--- src/rtl/ram_arb_pkg.sv ---
// Shared definitions for the two-port RAM arbiter: FSM encoding, requester ids and default sizes.
// Consumed by ram_arbiter_2p and rr_arb2.
package ram_arb_pkg;

    localparam int RAM_ADDR_W = 6;
    localparam int RAM_DATA_W = 8;
    localparam int RAM_RD_LAT = 1;

    // Wide enough for RD_LAT-1 with RD_LAT up to 3.
    localparam int CNT_W = 2;

    typedef enum logic [1:0] {
        IDLE  = 2'd0,
        ISSUE = 2'd1,
        WAIT  = 2'd2,
        DONE  = 2'd3
    } state_t;

    typedef enum logic {
        REQ0 = 1'b0,
        REQ1 = 1'b1
    } req_id_t;

endpackage

--- src/rtl/rr_arb2.sv ---
// Two-way requester picker. Round-robin on ties by default; fixed priority to req0
// when RAM_ARB_FIXED_PRIO_EN is defined.
module rr_arb2
    import ram_arb_pkg::*;
(
    input  logic [1:0] req,
    input  req_id_t    last_grant,
    output req_id_t    grant,
    output logic       any_req
);

    assign any_req = |req;

`ifdef RAM_ARB_FIXED_PRIO_EN
    logic unused_last_grant;
    assign unused_last_grant = last_grant;
`endif

    always_comb begin
        grant = REQ0;
        case (req)
            2'b10: grant = REQ1;
            2'b11: begin
`ifdef RAM_ARB_FIXED_PRIO_EN
                grant = REQ0;
`else
                // Tie goes to whoever was not served last, so contention alternates.
                grant = (last_grant == REQ0) ? REQ1 : REQ0;
`endif
            end
            default: grant = REQ0;
        endcase
    end

endmodule

--- src/rtl/ram_arbiter_2p.sv ---
// Shares one single-port synchronous RAM between two req/ack requesters.
// Build option: RAM_ARB_FIXED_PRIO_EN selects fixed priority (req0) instead of round-robin.
module ram_arbiter_2p
    import ram_arb_pkg::*;
#(
    parameter int ADDR_W = RAM_ADDR_W,
    parameter int DATA_W = RAM_DATA_W,
    parameter int RD_LAT = RAM_RD_LAT
) (
    input  logic              clock,
    input  logic              resetn,
    input  logic              req0,
    input  logic              req1,
    input  logic              we0,
    input  logic              we1,
    input  logic [ADDR_W-1:0] addr0,
    input  logic [ADDR_W-1:0] addr1,
    input  logic [DATA_W-1:0] wdata0,
    input  logic [DATA_W-1:0] wdata1,
    output logic              ack0,
    output logic              ack1,
    output logic [DATA_W-1:0] rdata,
    output logic              busy,
    output logic [ADDR_W-1:0] ram_address,
    output logic [DATA_W-1:0] ram_data,
    output logic              ram_wren,
    input  logic [DATA_W-1:0] ram_q,
    output state_t            dbg_state
);

    // Handshake: a requester raises reqN with we/addr/wdata stable and holds them until
    // ackN pulses for one cycle; the command is taken only while IDLE, and a req still
    // high in IDLE after its ack counts as a fresh request. rdata is valid with ackN of a read.

    state_t           state;
    state_t           state_next;
    logic             start;
    logic [CNT_W-1:0] cnt;
    req_id_t          owner;
    req_id_t          last_grant;
    req_id_t          grant;
    logic             any_req;
    logic             we_sel;

    rr_arb2 u_arb (
        .req        ({req1, req0}),
        .last_grant (last_grant),
        .grant      (grant),
        .any_req    (any_req)
    );

    assign we_sel    = (grant == REQ1) ? we1 : we0;
    assign dbg_state = state;

    always_ff @(posedge clock or negedge resetn) begin
        if (!resetn) begin
            state <= IDLE;
        end else begin
            state <= state_next;
        end
    end

    // ram_wren is high exactly during ISSUE of a write, so it doubles as the op type there.
    always_comb begin
        state_next = state;
        start      = 1'b0;
        case (state)
            IDLE: begin
                if (any_req) begin
                    state_next = ISSUE;
                    start      = 1'b1;
                end
            end
            ISSUE:   state_next = ram_wren ? IDLE : WAIT;
            WAIT:    if (cnt == '0) state_next = DONE;
            DONE:    state_next = IDLE;
            default: state_next = IDLE;
        endcase
    end

    always_ff @(posedge clock or negedge resetn) begin
        if (!resetn) begin
            ack0        <= 1'b0;
            ack1        <= 1'b0;
            rdata       <= '0;
            busy        <= 1'b0;
            ram_address <= '0;
            ram_data    <= '0;
            ram_wren    <= 1'b0;
            cnt         <= '0;
            owner       <= REQ0;
            last_grant  <= REQ1;
        end else begin
            ack0     <= 1'b0;
            ack1     <= 1'b0;
            ram_wren <= 1'b0;
            busy     <= (state_next != IDLE);
            case (state)
                IDLE: begin
                    if (start) begin
                        ram_address <= (grant == REQ1) ? addr1 : addr0;
                        ram_data    <= (grant == REQ1) ? wdata1 : wdata0;
                        ram_wren    <= we_sel;
                        owner       <= grant;
                        last_grant  <= grant;
                        // A write completes in ISSUE, so its ack rides along with wren.
                        ack0        <= we_sel && (grant == REQ0);
                        ack1        <= we_sel && (grant == REQ1);
                    end
                end
                ISSUE: begin
                    cnt <= CNT_W'(RD_LAT - 1);
                end
                WAIT: begin
                    if (cnt == '0) begin
                        rdata <= ram_q;
                        ack0  <= (owner == REQ0);
                        ack1  <= (owner == REQ1);
                    end else begin
                        cnt <= cnt - 1'b1;
                    end
                end
                default: ;
            endcase
        end
    end

endmodule

--- config.mk ---
export PLATFORM = sky130hd
export DESIGN_NAME = ram_arbiter_2p
export DESIGN_NICKNAME = d
export VERILOG_FILES = /design/src/rtl/ram_arb_pkg.sv /design/src/rtl/rr_arb2.sv /design/src/rtl/ram_arbiter_2p.sv
export SDC_FILE = /design/constraint.sdc
export NUM_CORES = 1
export LEC_CHECK = 0
export CAP_MARGIN = 20
export CORE_UTILIZATION = 35
export DETAILED_ROUTE_END_ITERATION = 6
export PLACE_DENSITY = 0.71
export SLEW_MARGIN = 20
export SYNTH_ARGS = -nofsm -noshare
export SYNTH_HDL_FRONTEND = slang
export SYNTH_SLANG_ARGS = --single-unit
--- constraint.sdc ---
create_clock -name clock -period 2.95 [get_ports clock]
set_input_delay 0.7375 -clock clock [delete_from_list [all_inputs] [get_ports clock]]
set_output_delay 0.7375 -clock clock [all_outputs]
set_load 0.03 [all_outputs]
==> results of run 1 <==
worst max-delay path by stage:
stage / start / to / slack [ns]
6_report: dbg_state[1]$_DFF_PN0_ / dbg_state[1] / 0.70
3_3_place_gp: req0 / ram_address[2]$_DFFE_PN0P_ / 0.71
5_1_grt: dbg_state[1]$_DFF_PN0_ / dbg_state[1] / 0.65
2_1_floorplan: req0 / ram_address[0]$_DFFE_PN0P_ / 1.39
3_5_place_dp: req0 / ram_address[3]$_DFFE_PN0P_ / 0.64
4_1_cts: dbg_state[1]$_DFF_PN0_ / dbg_state[1] / 0.69
layer usage:
layer  vias to the layer above  share of wire  track usage
met5                         -              0            0
met4                         0          0.016      0.07337
met3                         6          0.090      0.06076
met2                        67           0.49       0.2771
met1                       594           0.41       0.2099
li1                        615              -            -
power by group:
group	leakage (nW)	internal, mW	switching (mW)
sequential	0.375	0.650	0.141
clock	0.0541	0.250	0.165
combinational	0.497	0.571	0.708
total	0.926	1.47	1.01
logic make-up (layout without fill, tap and decap cells):
logic type | Yosys count | in the layout
muxes | 10 | 10
and+or+nand+nor | 45 | 45
DFF | 32 | 32
adders and majority gates | 1 | 1
buffers and inverters | 11 | 81
AOI/OAI and AO/OA | 40 | 40
cells in the final DEF, fill, tap and decap left out:
| cell type | n |
|---|---|
| a21bo_2 | 1 |
| a21boi_2 | 1 |
| a21oi_1 | 16 |
| a22o_1 | 1 |
| a31oi_1 | 15 |
| and2_4 | 1 |
| buf_4 | 2 |
| bufinv_16 | 1 |
| clkbuf_8 | 5 |
| clkdlybuf4s50_1 | 69 |
| clkinv_2 | 1 |
| clkinvlp_4 | 1 |
| dfrtp_1 | 31 |
| dfstp_2 | 1 |
| ha_1 | 1 |
| inv_1 | 2 |
| mux2_2 | 8 |
| mux2i_1 | 2 |
| nand2_1 | 35 |
| nand2b_1 | 3 |
| nand3_1 | 1 |
| nand3b_1 | 1 |
| nor2_1 | 3 |
| o21a_1 | 1 |
| o21ai_0 | 4 |
| o22ai_1 | 1 |
| or2_1 | 1 |
area by class of cell:
cell class | count | area, um2
Fill cell | 296 | 1535
Sequential cell | 32 | 802.0
Timing Repair Buffer | 71 | 705.7
Multi-Input combinational cell | 96 | 549.3
Clock buffer | 5 | 68.82
Tap cell | 48 | 60.06
Clock inverter | 3 | 42.54
Inverter | 2 | 7.507
flip-flops by register name, indices dropped and copies added (netlist names):
register,flops
ack0,1
ack1,1
busy,1
cnt,2
dbg_state,2
last_grant,1
owner,1
ram_address,6
ram_data,8
ram_wren,1
rdata,8
stage by stage:
stage	hold WS, ns	std cells
finish	0.5040	257
global placement	0.4745	249
floorplan	0.4419	139
detailed placement	0.4916	249
global route	0.5286	257
CTS	0.5073	257
cell usage after synthesis:
library cell / number
a21bo_2: 1
a21boi_2: 1
a21oi_1: 16
a22o_1: 1
a31oi_1: 15
and2_4: 1
buf_2: 6
buf_4: 2
buf_6: 1
dfrtp_1: 31
dfstp_2: 1
ha_1: 1
inv_1: 2
mux2_2: 8
mux2i_1: 2
nand2_1: 35
nand2b_1: 3
nand3_1: 1
nand3b_1: 1
nor2_1: 3
o21a_1: 1
o21ai_0: 4
o22ai_1: 1
or2_1: 1
==> results.tsv, run 1 <==
stage	metric	value	unit
critical_path	reg2reg_depth	4	
power_and_ir_drop	p_total	2.485	mW
timing	finalHoldViolations	0	
placement	gp_congestion	0.7421	
critical_path	crit_type	flip-flop to output port	
critical_path	critical_path_buf_inv_count	1	
critical_path	cp_max_fo	8	
logic_synthesis	synthAdderAreaFrac	0.008842	
timing	finClkSkew	0.004391	ns
timing	maxSlewViolCount	0	
routing	vias_per_cell	4.988	
logic_synthesis	synth_top_cell_by_area	dfrtp_1	
final_layout	fin_area	2236	um2
critical_path	crit_chain	clkdlybuf4s50_1	
clocking	cts_sinks	32	
logic_synthesis	muxShareOfSynthArea	0.07781	
clocking	clk_latency	0.28	ns
logic_synthesis	synth_top_family_by_area	compound AO/OA/AOI/OAI gates	
logic_synthesis	ys.warnings.count	0	
clocking	post_cts_resized	0	
placement	placed_area	2125	um2
power_and_ir_drop	ir_worst_vdd	0.5457	mV
timing	layout_setup_ws	0.6985	ns
outcome	status	completed	
routing	wl	3363	um
critical_path	rr_endpoint	rdata[6]$_DFFE_PN0P_	
global_route	grt_max_degree	33	
global_route	grt_pass1_wl	5499	um
global_route	grt_overflow_total	0	
clocking	cts.clk_slew.worst_paths	0.07	ns
global_route	antenna_found_initial	0	
timing	fin_crit_sh	0.7632	
critical_path	cp-end-kind	output port	
floorplanning	dieArea	4301	um2
critical_path	rrSetupSlack	1.36	ns
logic_synthesis	syn_inst	139	
timing	setup_viol	0	
power_and_ir_drop	p_per_area	1111	nW/um2
critical_path	required	2.21	ns
critical_path	arrival	1.51	ns
floorplanning	rows	22	
critical_path	timing.rr.start	cnt[0]$_DFFE_PN0P_	
placement	numPortBuffers	69	
logic_synthesis	synthXorXnorAreaFrac	0	
floorplanning	die_y	65.59	um
final_layout	area_growth	58.00	%
routing	dr_total_vias	1282	
global_route	grt_pass1_vias	1248	
logic_synthesis	synth-compound-area-share	0.1680	
timing	worst_slew_pin_slew	0.6915	ns
critical_path	cpPeakStageDelay	0.73	ns
clocking	cts_max_path_buffers	2	
timing	rsz0062_at_grt	false	
clocking	cts_buffers	5	
worst_hold_path	min_path_cells	1	
worst_hold_path	holdPathEnd	rdata[5]$_DFFE_PN0P_	
global_route	track_usage	0.1732	
worst_hold_path	hold_path.class	flip-flop to flip-flop	
routing	postRouteAntennaNets	0	
clocking	clockRootBuffer	clkbuf_8	
logic_synthesis	synth_nets	182	
floorplanning	core	3771	um2
logic_synthesis	ys_seq_area_frac	0.5668	
critical_path	cp_num_cells	1	
job	cap_viol_max_count	0	
logic_synthesis	synth_cell_type_count	24	
floorplanning	die_w	65.59	um
timing	fin_setup_tns	0	ns
routing	drt_iter0_drc	53	
clocking	cts_tree	built	
critical_path	cpMaxStageDelayCell	clkdlybuf4s50_1	
routing	drc	0	
floorplanning	start_util	0.3752	
routing	dr.pass1.iters	4	
timing	max_freq	444.2	MHz
critical_path	path_delay_family	buffers and inverters	
placement	pre_cts_ws	0.6360	ns
floorplanning	pin_count	70	
timing	fin_crit	2.251	ns
worst_hold_path	min_from	rdata[5]$_DFFE_PN0P_	
clocking	htreeDepth	2	
final_layout	drive_gt1_frac	0.1053	
final_layout	antenna_cells	0	
logic_synthesis	netlist.area_leader.share	0.5482	
clocking	ctsHoldBuffers	0	
logic_synthesis	yosys.area_share.simple	0.1335	
logic_synthesis	synth_area_leaders	dfrtp_1, nand2_1, a31oi_1	
timing	slew_headroom	0.5363	
logic_synthesis	syn_area_per_cell	10.18	um2
power_and_ir_drop	p_leak	0.9262	nW
logic_synthesis	ys_seq_elements	32	
logic_synthesis	synthesis.area	1415	um2
critical_path	startpoint_type	flip-flop	
final_layout	design.final.nets	251	
placement	hpwl	2510	um
clocking	cts_setup_buffers	0	
final_layout	utilization	0.5929	
routing	wl_per_cell	13.09	um
No activity file was read; power rests on OpenSTA's default activity.
==> inputs of run 2 (changes only) <==
--- a/config.mk
+++ b/config.mk
@@ -8,7 +8,7 @@
 export CAP_MARGIN = 20
 export CORE_UTILIZATION = 35
 export DETAILED_ROUTE_END_ITERATION = 6
-export PLACE_DENSITY = 0.71
+export PLACE_DENSITY = 0.74
 export SLEW_MARGIN = 20
 export SYNTH_ARGS = -nofsm -noshare
 export SYNTH_HDL_FRONTEND = slang
==> constraint.sdc (replaced) <==
create_clock -name clock -period 1.9 [get_ports clock]
set_input_delay 0.475 -clock clock [delete_from_list [all_inputs] [get_ports clock]]
set_output_delay 0.475 -clock clock [all_outputs]
set_load 0.03 [all_outputs]
==> run 2 against run 1 <==
  * Global-route usage down 0.079 points
  * Non-clock buffer count grew 6
  * Flip-flop and latch count stayed put
  * Utilization increased by 1.6 points
  * Critical endpoint is now ram_data[3]
  * Largest power group unchanged
==> results.tsv, run 2 (synthesis gave the netlist of run 1 again) <==
stage	metric	value	unit
floorplanning	start_util	0.3752	
job	cap_viol_max_count	0	
final_layout	utilization	0.6085	
timing	hold_ws	0.5006	ns
critical_path	crit_chain	clkdlybuf4s50_1	
routing	drc	0	
routing	drt_iter0_drc	84	
routing	wl_per_cell	12.97	um
final_layout	layout_common_cells	clkdlybuf4s50_1, nand2_1, dfrtp_1	
clocking	htreeDepth	2	
routing	postRouteAntennaNets	0	
final_layout	final_common_cell	clkdlybuf4s50_1	
timing	fin_crit	1.809	ns
floorplanning	die_w	65.59	um
outcome	status	completed	
power_and_ir_drop	p_per_area	1722	nW/um2
final_layout	design.final.nets	257	
global_route	grt_max_degree	33	
critical_path	path_delay_family	buffers and inverters	
final_layout	drive_gt1_frac	0.1302	
final_layout	fin_cells	263	
routing	wl	3410	um
clocking	cts_tree	built	
final_layout	multi_input_area	549.3	um2
clocking	clockRootBuffer	clkbuf_8	
timing	slew_headroom	0.7003	
clocking	cts_max_path_buffers	2	
routing	dr.pass1.iters	4	
timing	finalHoldViolations	0	
routing	dr_total_vias	1301	
critical_path	cp_max_fo	2	
power_and_ir_drop	p_leak	0.9672	nW
timing	setup_viol	0	
clocking	cts_sinks	32	
critical_path	cp-end-kind	output port	
power_and_ir_drop	seqPwrFrac	0.304	
timing	fin_crit_sh	0.9519	
final_layout	area_growth	62.16	%
timing	maxSlewViolCount	0	
clocking	clk_latency	0.27	ns
floorplanning	core	3771	um2
clocking	cts_setup_buffers	0	
timing	rsz0062_at_grt	false	
floorplanning	pin_count	70	
clocking	cts.clk_slew.worst_paths	0.06	ns
critical_path	cpMaxStageDelayCell	clkdlybuf4s50_1	
final_layout	n_fill_cell	314	
placement	pre_cts_ws	0.09736	ns
global_route	antenna_found_initial	0	
timing	max_freq	552.9	MHz
placement	gp_congestion	0.7487	
final_layout	regArea	802.0	um2
global_route	grt_pass1_wl	5492	um
clocking	cts_buffers	5	
power_and_ir_drop	combinationalPowerShare	0.520	
critical_path	cpPeakStageDelay	0.69	ns
critical_path	required	1.42	ns
timing	fin_setup_tns	0	ns
placement	hpwl	2530	um
worst_hold_path	hold_path.class	flip-flop to flip-flop	
critical_path	startpoint_type	flip-flop	
timing	layout_setup_ws	0.09132	ns
placement	numPortBuffers	69	
power_and_ir_drop	sw_frac_of_total	0.3947	
power_and_ir_drop	clkPwrFrac	0.177	
global_route	track_usage	0.1724	
final_layout	antenna_cells	0	
critical_path	arrival	1.33	ns
timing	worst_slew_pin_slew	0.4482	ns
routing	vias_per_cell	4.947	
floorplanning	die_y	65.59	um
global_route	grt_overflow_total	0	
floorplanning	rows	22	
timing	finClkSkew	0.001901	ns
critical_path	crit_type	flip-flop to output port	
global_route	grt_pass1_vias	1242	
floorplanning	dieArea	4301	um2
final_layout	largestRegisters	ram_data: 8 flops, rdata: 8 flops, ram_address: 6 flops	
critical_path	critical_path_buf_inv_count	1	
power_and_ir_drop	ir_worst_vdd	0.7637	mV
placement	dp_cells	255	
power_and_ir_drop	switchingPower	1.559	mW
power_and_ir_drop	p_int	2.392	mW
==> run 2: changes by cell type in the layout (fill, tap and decap cells not counted), sizes merged <==
cell           previous run  this run
dlygate4sd2               0         1
clkbuf                    5         7
clkinvlp                  1         0
buf                       2         8
clkdlybuf4s50            69        68
clkinv                    1         0
==> run 2: power by group through the flow <==
| stage | combinational (mW) | sequential (mW) | clock, mW |
|---|---|---|---|
| detailed placement | 2.07 | 1.21 | 0 |
| global placement | 2.04 | 1.19 | 0 |
| finish | 2.05 | 1.20 | 0.698 |
| floorplan | 0.677 | 1.76 | 0 |
| global route | 2.20 | 1.24 | 0.751 |
| CTS | 2.07 | 1.20 | 0.714 |
==> run 2: layout make-up <==
class                   count  share of cell area
clock buffers               7             0.04198
flip-flops and latches     32              0.3495
multi-input cells          96              0.2394
clock inverters             1             0.01309
inverters                   2            0.003272
repair buffers             77              0.3266
well taps                  48             0.02617
==> run 2: metal layers <==
layer | part of all wire | track usage | vias up
met5 | 0 | 0 | -
li1 | - | - | 629
met4 | 0.018 | 0.08967 | 0
met2 | 0.48 | 0.2835 | 59
met3 | 0.072 | 0.04688 | 4
met1 | 0.43 | 0.2044 | 609
==> run 2: what timing repair did <==
item / 4_1_cts / 5_1_grt
hold buffers: 0 / 0
setup endpoints to repair: 1 / 0
resized for setup: 1 / 0
==> run 2: worst paths after layout <==
| kind | from | to | slack [ns] | cells after the start |
|---|---|---|---|---|
| max in group asynchronous | resetn | last_grant$_DFFE_PN1P_ | 0.98 | 2 |
| max reg2reg | cnt[0]$_DFFE_PN0P_ | rdata[6]$_DFFE_PN0P_ | 0.33 | 4 |
| max | ram_data[3]$_DFFE_PN0P_ | ram_data[3] | 0.09 | 1 |
| min reg2reg | owner$_DFFE_PN0P_ | ack0$_DFF_PN0_ | 0.50 | 1 |
| min | owner$_DFFE_PN0P_ | ack0$_DFF_PN0_ | 0.50 | 1 |
| min in group asynchronous | resetn | dbg_state[1]$_DFF_PN0_ | 0.60 | 2 |
==> run 2: metrics by stage <==
stage	area, um2	power [mW]
3_3_place_gp	2170	3.229
5_1_grt	2295	4.186
6_report	2295	3.951
3_5_place_dp	2170	3.284
2_1_floorplan	1415	2.440
4_1_cts	2295	3.988
==> variant 1: new RTL, config.mk and constraints of run 2 <==
Build with the macro `RAM_ARB_FIXED_PRIO_EN` defined.
--- a/src/rtl/rr_arb2.sv
+++ b/src/rtl/rr_arb2.sv
@@ -1,4 +1,6 @@
 // Two-way requester picker. Round-robin on ties by default; fixed priority to req0
 // when RAM_ARB_FIXED_PRIO_EN is defined.
+`define RAM_ARB_FIXED_PRIO_EN
+
 module rr_arb2
     import ram_arb_pkg::*;
Formal check against the unedited RTL: not equivalent (Yosys sat finds a counterexample within 4 cycles, from zero or initial values and one cycle with resetn low).
==> variant 1 against run 2 <==
  * Non-clock buffer count increased by 1
  * Final area increased by 1.6%
  * Power decreased by 5.8%
  * Worst setup slack got worse by 5.9 ps
  * Cell count decreased by 11%
  * Routed wire length decreased by 9.4%
  * Sequential cell count decreased by 1
  * Synthesized area increased by 2.6%
  * Maximum frequency decreased by 0.33%
  * Largest power group unchanged
==> variant 1: results <==
[run_status]
status = complete, no violations

[cells_and_area]
clk_share_pct = 3.487
fin_nets = 227
buf_share_pct = 33.58
nFlopsAndLatches = 31
n_all_inverters = 4
nMultiInputCombCells = 64
regArea_um2 = 775.7
num-nonclk-buffers = 78

[timing]
worst_pin_slew_ps = 423.0
worst_clock_skew_ps = 3.256

[placed_design]
dpl.hpwl_mm = 2.417

[global_routing]
grt_start_max_net_pins = 32
grt_pass1_vias = 1151

[synthesis]
muxShareOfSynthArea_pct = 32.07
synth_compound_area_share_pct = 4.052
synth-seq-area-share_pct = 53.45
ys_top_cells_by_area = dfrtp_1 (53%), mux2_2 (22%), mux2_4 (8.3%), mux2i_1 (2.1%), buf_12 (1.4%)
yosys.area_share.adder_pct = 0.8621
syn_nets = 147

[critical_path]
r2r_end = rdata[0]$_DFFE_PN0P_
crit_start = ram_data[5]$_DFFE_PN0P_
crit_end = ram_data[5]

[routing]
wl_mm = 3.089

[min_path]
hold_path_end = ram_address[0]$_DFFE_PN0P_
min-delay-start = ram_address[0]$_DFFE_PN0P_

[power]
peakVddDrop_uv = 821.9
==> variant 1: changes by cell type after synthesis, moves of 4 or more <==
cell	delta
a21oi_1	-13
a31oi_1	-15
buf_2	-4
mux2_2	+20
mux2_4	+8
nand2_1	-30
==> variant 1: metrics by stage <==
step           std cells  TNS (ps)  setup WS (ps)  cell area [µm²]  hold WS, ps
5_1_grt              235         0          23.72             2332        528.7
3_3_place_gp         227     -1530         -126.6             2251        481.7
2_1_floorplan        104         0          214.0             1451        179.4
3_5_place_dp         227     -2264         -190.3             2251        497.2
6_report             235         0          85.39             2332        507.2
4_1_cts              235         0          66.86             2332        511.8
==> variant 1: layer usage <==
layer	GRT usage [%]	share of wire, %
met3	8.103	11
met5	0	0
met1	18.23	39
met4	6.383	1.8
met2	26.28	49
==> variant 1: power breakdown <==
part           internal (mW)  switching, mW
sequential             0.978          0.156
clock                  0.256          0.235
combinational           1.04           1.06
==> variant 2: new RTL, settings of run 2 <==
Made on the original files. Make the reset (`resetn`) synchronous in 2 clocked blocks.
--- a/src/rtl/ram_arbiter_2p.sv
+++ b/src/rtl/ram_arbiter_2p.sv
@@ -53,5 +53,5 @@
     assign dbg_state = state;
 
-    always_ff @(posedge clock or negedge resetn) begin
+    always_ff @(posedge clock) begin
         if (!resetn) begin
             state <= IDLE;
@@ -79,5 +79,5 @@
     end
 
-    always_ff @(posedge clock or negedge resetn) begin
+    always_ff @(posedge clock) begin
         if (!resetn) begin
             ack0        <= 1'b0;
Check against the original RTL: differs if resetn is asserted again (counterexample within 4 cycles, from zero or initial values and one cycle with resetn low); with resetn held inactive, the same outputs for 10 cycles.
==> variant 2 against run 2 <==
  * Sequential share of layout area shrank 7.7 points
  * Worst setup slack gained 12 ps
  * Global-route usage grew 0.53 points
  * Critical endpoint is now ram_address[2]
  * Sequential cell count is the same
  * Routed wire length grew 15%
  * Synthesized cell count grew 22%
  * Die area grew 6.9%
  * Register-to-register slack lost 40 ps
  * Synthesized area grew 7.2%
  * Final area grew 2.3%
Power is not compared: it rests on default switching activity, and its combinational part moved more than twofold at a synthesized area within 25%.
==> variant 2: results <==
[cells_and_area]
buf_share_pct = 34.01
nMultiInputCombCells = 121
regArea_um2 = 640.6
multi_input_area_share_pct = 31.45
num-nonclk-buffers = 80
fin_util_pct = 57.44
drive_gt1_share_pct = 14.40
num-fill-cells = 384
n_all_inverters = 3

[placed_design]
preCtsSetupSlack_ps = -62.47
gp_congestion = 0.7100
dp_cells = 286
place_area_um2 = 2251
dpl.hpwl_mm = 2.832

[global_routing]
grt_pass1_wl_mm = 6.044
grt_pass1_vias = 1350
gr-usage-all-layers_pct = 17.76

[floorplanning]
tapcell.inserted = 50

[synthesis]
yosysUniqueCellTypes = 35
async_reset_ff_share_pct = 0
syn_inst = 170
syn_nets = 213
ys_warn_count = 0

[critical_path]
r2r_start = dbg_state[1]$_SDFF_PN0_
crit_end = ram_address[2]
r2r_setup_slack_ps = 290
crit_start = ram_address[2]$_SDFFE_PN0P_
max_stage_delay_ps = 690

[cts]
clkSinkCount = 32
cts_resized = 0

[routing]
drt_iter0_markers = 70
via_count = 1481
drt_pass1_iterations = 4

[timing]
worst_clock_skew_ps = 6.545
finalCritPeriodShare_pct = 94.55
worst_pin_slew_ps = 642.0

[min_path]
whs_path_depth = 2

[run_status]
status = complete, no violations
[variant 2: changes by cell type in the layout (fill, tap and decap cells not counted), moves of 3 or more]
| cell | delta |
|---|---|
| a21oi_1 | +4 |
| a21oi_2 | +6 |
| a311oi_1 | +6 |
| a311oi_2 | +6 |
| a31oi_1 | -12 |
| dfrtp_1 | -31 |
| dfxtp_1 | +32 |
| mux2_2 | -8 |
| nand3_1 | +12 |
| nand4_1 | +3 |
| nor3b_1 | +3 |
[variant 2: worst min-delay path by stage]
stage                     startpoint                     to  slack, ps
2_1_floorplan    cnt[1]$_SDFFE_PN0P_    cnt[1]$_SDFFE_PN0P_        450
3_3_place_gp   rdata[6]$_SDFFE_PN0P_  rdata[6]$_SDFFE_PN0P_        440
5_1_grt        rdata[4]$_SDFFE_PN0P_  rdata[4]$_SDFFE_PN0P_        480
3_5_place_dp   rdata[5]$_SDFFE_PN0P_  rdata[5]$_SDFFE_PN0P_        450
6_report       rdata[5]$_SDFFE_PN0P_  rdata[5]$_SDFFE_PN0P_        450
4_1_cts        rdata[4]$_SDFFE_PN0P_  rdata[4]$_SDFFE_PN0P_        460
[variant 2: per-layer routing]
layer	part of all wire, %	vias to the layer above	wire length, µm	GRT usage [%]
met2	49	35	1926	29.08
met5	0	-	0	0
met3	4.2	11	164	5.333
met1	43	690	1700	21.26
li1	-	745	-	-
met4	3.0	0	119	8.073
[variant 2: logic make-up after synthesis]
| logic type | Yosys count | share of synthesized area (%) |
|---|---|---|
| AOI/OAI and AO/OA | 50 | 25.83 |
| adders and majority gates | 1 | 0.8250 |
| and+or+nand+nor | 69 | 21.37 |
| muxes | 1 | 0.6601 |
| DFF | 32 | 42.24 |
| buffers and inverters | 17 | 9.076 |
